===== src/rtl/pwm_pkg.sv =====
// Shared PWM definitions: measurement FSM states and counter ceiling helper.
// Reusable by the generator side.
package pwm_pkg;

    typedef enum logic [0:0] {
        IDLE,
        MEAS
    } pwm_state_e;

    // Largest value a width-bit counter may reach before it is declared stuck.
    function automatic int unsigned cnt_max(input int unsigned width);
        return (32'd1 << width) - 32'd1;
    endfunction

endpackage


===== src/rtl/pwm_edge_det.sv =====
// Synchroniser, optional 3-tap majority glitch filter and edge detection for the PWM input.
// Optional filter enabled by defining PWM_CAPTURE_GLITCH_FILTER_EN.
module pwm_edge_det (
    input  logic clk,
    input  logic rst,
    input  logic pwm_in,
    output logic s,
    output logic rise,
    output logic fall
);

    logic sync1_q;
    logic sync2_q;
    logic prev_q;

    always_ff @(posedge clk) begin
        if (rst) begin
            sync1_q <= 1'b0;
            sync2_q <= 1'b0;
        end else begin
            sync1_q <= pwm_in;
            sync2_q <= sync1_q;
        end
    end

`ifdef PWM_CAPTURE_GLITCH_FILTER_EN
    logic [1:0] hist_q;
    logic       filt_q;

    // Any single-cycle excursion never holds two of the three taps, so it is dropped.
    always_ff @(posedge clk) begin
        if (rst) begin
            hist_q <= 2'b00;
            filt_q <= 1'b0;
        end else begin
            hist_q <= {hist_q[0], sync2_q};
            filt_q <= (sync2_q & hist_q[0]) | (sync2_q & hist_q[1]) | (hist_q[0] & hist_q[1]);
        end
    end

    assign s = filt_q;
`else
    assign s = sync2_q;
`endif

    always_ff @(posedge clk) begin
        if (rst) begin
            prev_q <= 1'b0;
        end else begin
            prev_q <= s;
        end
    end

    assign rise = s & ~prev_q;
    assign fall = ~s & prev_q;

endmodule


===== src/rtl/pwm_capture.sv =====
// PWM period / high-time capture with one-cycle result strobe and stuck-input overflow report.
// Optional input glitch filter (inside pwm_edge_det) enabled by PWM_CAPTURE_GLITCH_FILTER_EN.
module pwm_capture
    import pwm_pkg::*;
#(
    parameter int unsigned WIDTH = 12
) (
    input  logic             clk,
    input  logic             rst,
    input  logic             pwm_in,
    output logic [WIDTH-1:0] cap_period,
    output logic [WIDTH-1:0] cap_high,
    output logic             cap_ovf,
    output logic             cap_level,
    output logic             cap_stb
);

    localparam logic [WIDTH-1:0] CntMax = WIDTH'(cnt_max(WIDTH));
    localparam logic [WIDTH-1:0] CntOne = WIDTH'(1);

    logic s;
    logic rise;
    logic edge_fall_unused;

    pwm_edge_det u_edge_det (
        .clk    (clk),
        .rst    (rst),
        .pwm_in (pwm_in),
        .s      (s),
        .rise   (rise),
        .fall   (edge_fall_unused)
    );

    pwm_state_e       state_q, state_d;
    logic [WIDTH-1:0] period_cnt_q, period_cnt_d;
    logic [WIDTH-1:0] high_cnt_q, high_cnt_d;
    logic [WIDTH-1:0] cap_period_d;
    logic [WIDTH-1:0] cap_high_d;
    logic             cap_ovf_d;
    logic             cap_level_d;
    logic             cap_stb_d;

    always_ff @(posedge clk) begin
        if (rst) begin
            state_q      <= IDLE;
            period_cnt_q <= '0;
            high_cnt_q   <= '0;
            cap_period   <= '0;
            cap_high     <= '0;
            cap_ovf      <= 1'b0;
            cap_level    <= 1'b0;
            cap_stb      <= 1'b0;
        end else begin
            state_q      <= state_d;
            period_cnt_q <= period_cnt_d;
            high_cnt_q   <= high_cnt_d;
            cap_period   <= cap_period_d;
            cap_high     <= cap_high_d;
            cap_ovf      <= cap_ovf_d;
            cap_level    <= cap_level_d;
            cap_stb      <= cap_stb_d;
        end
    end

    always_comb begin
        state_d      = state_q;
        period_cnt_d = period_cnt_q;
        high_cnt_d   = high_cnt_q;
        cap_period_d = cap_period;
        cap_high_d   = cap_high;
        cap_ovf_d    = cap_ovf;
        cap_level_d  = cap_level;
        cap_stb_d    = 1'b0;

        unique case (state_q)
            IDLE: begin
                period_cnt_d = '0;
                high_cnt_d   = '0;
                // The first edge only arms; there is no complete period to report yet.
                if (rise) begin
                    period_cnt_d = CntOne;
                    high_cnt_d   = CntOne;
                    state_d      = MEAS;
                end
            end

            MEAS: begin
                if (rise) begin
                    cap_period_d = period_cnt_q;
                    cap_high_d   = high_cnt_q;
                    cap_ovf_d    = 1'b0;
                    cap_level_d  = 1'b1;
                    cap_stb_d    = 1'b1;
                    period_cnt_d = CntOne;
                    high_cnt_d   = CntOne;
                end else if (period_cnt_q == CntMax) begin
                    cap_period_d = CntMax;
                    cap_high_d   = high_cnt_q;
                    cap_ovf_d    = 1'b1;
                    cap_level_d  = s;
                    cap_stb_d    = 1'b1;
                    period_cnt_d = '0;
                    high_cnt_d   = '0;
                    state_d      = IDLE;
                end else begin
                    period_cnt_d = period_cnt_q + CntOne;
                    high_cnt_d   = high_cnt_q + WIDTH'(s);
                end
            end

            default: begin
                state_d = IDLE;
            end
        endcase
    end

endmodule

===== config.mk =====
export PLATFORM = sky130hd
export DESIGN_NAME = pwm_capture
export DESIGN_NICKNAME = d
export VERILOG_FILES = /design/src/rtl/pwm_pkg.sv /design/src/rtl/pwm_edge_det.sv /design/src/rtl/pwm_capture.sv
export SDC_FILE = /design/constraint.sdc
export NUM_CORES = 1
export LEC_CHECK = 0
export CAP_MARGIN = 10
export CORE_ASPECT_RATIO = 1.1
export CORE_MARGIN = 2
export CORE_UTILIZATION = 35
export CTS_BUF_LIST = sky130_fd_sc_hd__clkbuf_4
export CTS_CLUSTER_SIZE = 8
export DETAILED_ROUTE_END_ITERATION = 16
export GPL_TIMING_DRIVEN = 0
export SLEW_MARGIN = 15
export SYNTH_ARGS = -nofsm -noshare
export SYNTH_HDL_FRONTEND = slang
export SYNTH_HIERARCHICAL = 1
export SYNTH_SLANG_ARGS = --single-unit

===== constraint.sdc =====
create_clock -name clk -period 3.2 [get_ports clk]
set_clock_uncertainty 0.05 [all_clocks]
set_input_delay 0.64 -clock clk [delete_from_list [all_inputs] [get_ports clk]]
set_output_delay 0.64 -clock clk [all_outputs]
set_load 0.05 [all_outputs]

### After elaboration in Yosys (flattened, before gate mapping)

Index checks and enable logic that the tools add are counted.

| word-level totals | value |
|---|---|
| register bits | 55 |
| logic and storage cells | 41 |

| cells by class | value |
|---|---|
| $add $sub $neg | 2 |
| equal/unequal tests | 1 |
| muxes and demuxes | 21 |
| bitwise operators | 3 |
| reductions and logical operators | 3 |

Operators by type and width:

| kind | number |
|---|---|
| two-way mux 12 bit | 8 |
| one-hot mux 12 bit (2 select lines) | 2 |
| adder 12 x 1 -> 12 bit | 1 |
| adder 12 x 1 -> 12 bit (second input constant) | 1 |
| == test 12 bit (second input constant) | 1 |
| two-way mux 1 bit | 10 |
| NOT 1 bit | 2 |
| one-hot mux 1 bit (2 select lines) | 1 |
| AND reduction 2 bit | 1 |
| nonzero test 2 bit | 1 |
| OR reduction 2 bit | 1 |
| AND 1 bit | 1 |

### Longest topological paths before layout

Gate-level depths: netlist of run 1.

| logic depth | value |
|---|---|
| depth after elaboration | 4 |
| gate-level depth with buffers | 6 |
| mapped depth without buffers | 5 |

### Modules after synthesis

Netlist of run 1, hierarchy kept.

By module, submodules not included:

| module | times used | cells an instance | area each (sq um) |
|---|---|---|---|
| pwm_capture | 1 | 217 | 2,104.5 |
| pwm_edge_det | 1 | 8 | 91.3 |

### Least setup slack after synthesis of run 1

No wires, ideal clock.

| timing path | value |
|---|---|
| path kind | register to register |
| start point | register period_cnt_q[0] |
| end point | register cap_high[0] |
| library setup time | 0.072 ns |
| arrival time | 1.629 ns |
| required time | 3.078 ns |
| path slack | 1.449 ns |
| stages on the path, launching flop included | 6 |
| path buffers | 1 |
| path through | dfxtp_1 ha_1 nand4_2 o41ai_4 buf_6 mux2i_1 |

| on the way | value |
|---|---|
| word-level cells in the longest chain between the ends | 3 |

Ends and longest elaborated chain:

| element | RTL line | RTL |
|---|---|---|
| from (decl) | pwm_capture.sv:35 | `logic [WIDTH-1:0] period_cnt_q, period_cnt_d;` |
| from (signal assigned) | pwm_capture.sv:55 | `period_cnt_q <= period_cnt_d;` |
| == test 12 bit | pwm_capture.sv:96 | `end else if (period_cnt_q == CntMax) begin` |
| nonzero test 2 bit (no source line) | - |  |
| AND reduction 2 bit (no source line) | - |  |
| to (signal assigned) | pwm_capture.sv:58 | `cap_high <= cap_high_d;` |
| to (decl) | pwm_capture.sv:12 | `output logic [WIDTH-1:0] cap_high,` |

No other way between the ends.
A chain may end at the register's enable or synchronous reset.

### Final worst setup path of run 1

| timing path | value |
|---|---|
| start point | register cap_period[3] |
| end point | output port cap_period[3] |

RTL lines:

| element | RTL line | RTL |
|---|---|---|
| from (decl) | pwm_capture.sv:11 | `output logic [WIDTH-1:0] cap_period,` |
| from (signal assigned) | pwm_capture.sv:57 | `cap_period <= cap_period_d;` |

No word-level cell between the ends.

==> results of run 1 <==
metal layers:
layer  vias up  track usage  wire length [microns]
met1       779        0.198                   2250
met5         -            0                      0
li1        886            -                      -
met4         0       0.0470                     72
met2        31        0.210                   1920
met3         7       0.0290                    161
registers in the layout, indices dropped and copies added, names as in the netlist:
signal              count
u_edge_det/s            1
cap_period             12
u_edge_det/prev_q       1
cap_level               1
period_cnt_q           12
high_cnt_q             12
u_edge_det/sync1_q      1
cap_high               12
state_q                 1
cap_stb                 1
cap_ovf                 1
path summary, 6_finish.rpt:
| kind | startpoint | end | cells after the start |
|---|---|---|---|
| max reg2reg | period_cnt_q[0] | cap_high[5] | 5 |
| min | u_edge_det/sync1_q | u_edge_det/s | 1 |
| max | cap_period[3] | cap_period[3] | 1 |
| min reg2reg | u_edge_det/sync1_q | u_edge_det/s | 1 |
power by group:
part           internal (uW)  leakage (uW)  switching, uW
clock                   90.6     0.0000307            205
sequential               691      0.000444           3.97
combinational           14.3      0.000363           28.4
total                    796      0.000838            238
cell type report:
cell class | instances | area, sq um | share of cell area
timing repair buffer | 29 | 290 | 0.110
sequential | 55 | 1100 | 0.418
clock inverter | 2 | 7.51 | 0.00285
clock buffer | 6 | 45.0 | 0.0171
multi-input combinational | 148 | 992 | 0.377
buffer | 11 | 58.8 | 0.0223
inverter | 10 | 37.5 | 0.0143
tap | 80 | 100 | 0.0380
per-stage QoR:
| step | cells | utilization | hold slack (ps) | setup WS [ps] | power, uW |
|---|---|---|---|---|---|
| 2_1_floorplan | 224 | - | 364 | 1450 | 736 |
| 3_3_place_gp | 333 | 0.422 | 370 | 645 | 753 |
| 3_5_place_dp | 333 | 0.422 | 377 | 647 | 753 |
| 4_1_cts | 341 | 0.430 | 410 | 917 | 1050 |
| 5_1_grt | 341 | 0.430 | 403 | 871 | 1080 |
| 6_report | 341 | 0.430 | 412 | 944 | 1030 |
==> impl_metrics.json, run 1 <==
{
  "drive_gt1_frac": 0.0613,
  "drt_iter0_markers": 152,
  "cts_buffers": 5,
  "drt_wl_total_microns": 4400,
  "clk_latency_ps": 370,
  "finalSetupTns_ps": 0,
  "fill_cells": 611,
  "post_drt_via_cell_ratio": 4.99,
  "p_leak_uw": 0.000838,
  "fp-row-count": 30,
  "crit_path_max_fanout": 2,
  "die_width_microns": 79.4,
  "layout_commonest_cell": "dfxtp_1",
  "post_synth.cell_area_avg_sq_um": 9.78,
  "vdd_drop_max_mv": 0.201,
  "synth_warnings": 6,
  "drtAntennaViolNets": 0,
  "dp_hpwl_microns": 3050,
  "syn_area_sq_um": 2190,
  "first_global_vias": 1528,
  "timing.reg2reg.setup_slack_ps": 1170,
  "gr-total-overflow": 0,
  "cts_setup_buffers": 0,
  "avgRoutedWirePerCell_microns": 12.9,
  "syn_to_final_growth_pct": 20.2,
  "grt_usage": 0.139,
  "port_buffers": 29,
  "htree_levels": 2,
  "rsz0062_at_grt": "false",
  "drt-pass1-iter-count": 5,
  "cp_cell_sequence": "clkdlybuf4s50_1",
  "cts.reportedPaths.clkPinSlew_ps": 150,
  "crit_path_top_delay_cell": "clkdlybuf4s50_1",
  "max_cap_violations": 0,
  "p_per_area_nw_per_um2": 393,
  "grt_pass1_wl_microns": 7580,
  "slew_violations": 0,
  "slowest_delay_ps": 810,
  "syn_inst": 224,
  "critPathCaptureType": "output port",
  "min_path_type": "flip-flop to flip-flop",
  "cts_resized": 0,
  "fin_crit_ps": 2260,
  "cp.arrival_ps": 1570,
  "clockBufferDepth": 2,
  "slew_headroom": 0.640,
  "drc": 0,
  "core_sq_um": 6120,
  "gp_congestion": 0.788,
  "setup_viol_count_final": 0,
  "grt_max_degree": 16,
  "hold_buffers": 0,
  "postLayoutCellArea_sq_um": 2630,
  "timing.final.crit_share": 0.705,
  "dpl_cell_area_sq_um": 2580,
  "start_kind": "flip-flop",
  "worst-path-buf-inv": 1,
  "vias": 1703,
  "path_delay_family": "buffers and inverters",
  "cp.required_ps": 2510,
  "antenna_found_initial": 0,
  "cts_tree": "yes",
  "nNetsFinal": 266,
  "io-pin-count": 30,
  "clock.fmax_mhz": 443,
  "critical_path_class": "flip-flop to output port",
  "cts_root_buffer": "clkbuf_4",
  "chipHeight_microns": 87.0,
  "initial_core_util": 0.358,
  "hold_viol_final": 0,
  "die_area_sq_um": 6910,
  "cts.sinks": 55,
  "syn_nets": 230,
  "diodes": 0,
  "mostFrequentLayoutCells": "dfxtp_1, nand2_1, clkdlybuf4s50_1",
  "outcome": "finished clean",
  "worst_slew_pin_slew_ps": 539
}
(Power assumes the default switching activity.)
==> run 2: changes to the inputs <==
==> constraint.sdc (replaced) <==
create_clock -name clk -period 2.28 [get_ports clk]
set_clock_uncertainty 0.05 [all_clocks]
set_input_delay 0.456 -clock clk [delete_from_list [all_inputs] [get_ports clk]]
set_output_delay 0.456 -clock clk [all_outputs]
set_load 0.05 [all_outputs]
==> results of run 2 <==
The final DEF is identical to that of run 1. Status: finished clean.
Among the figures that moved: setup slack after placement 647 ps -> -89.3 ps; setup slack after layout 944 ps -> 208 ps; register-to-register setup slack 1170 ps -> 250 ps; total power 1030 uW -> 1450 uW; worst IR drop on VDD 0.201 mV -> 0.282 mV
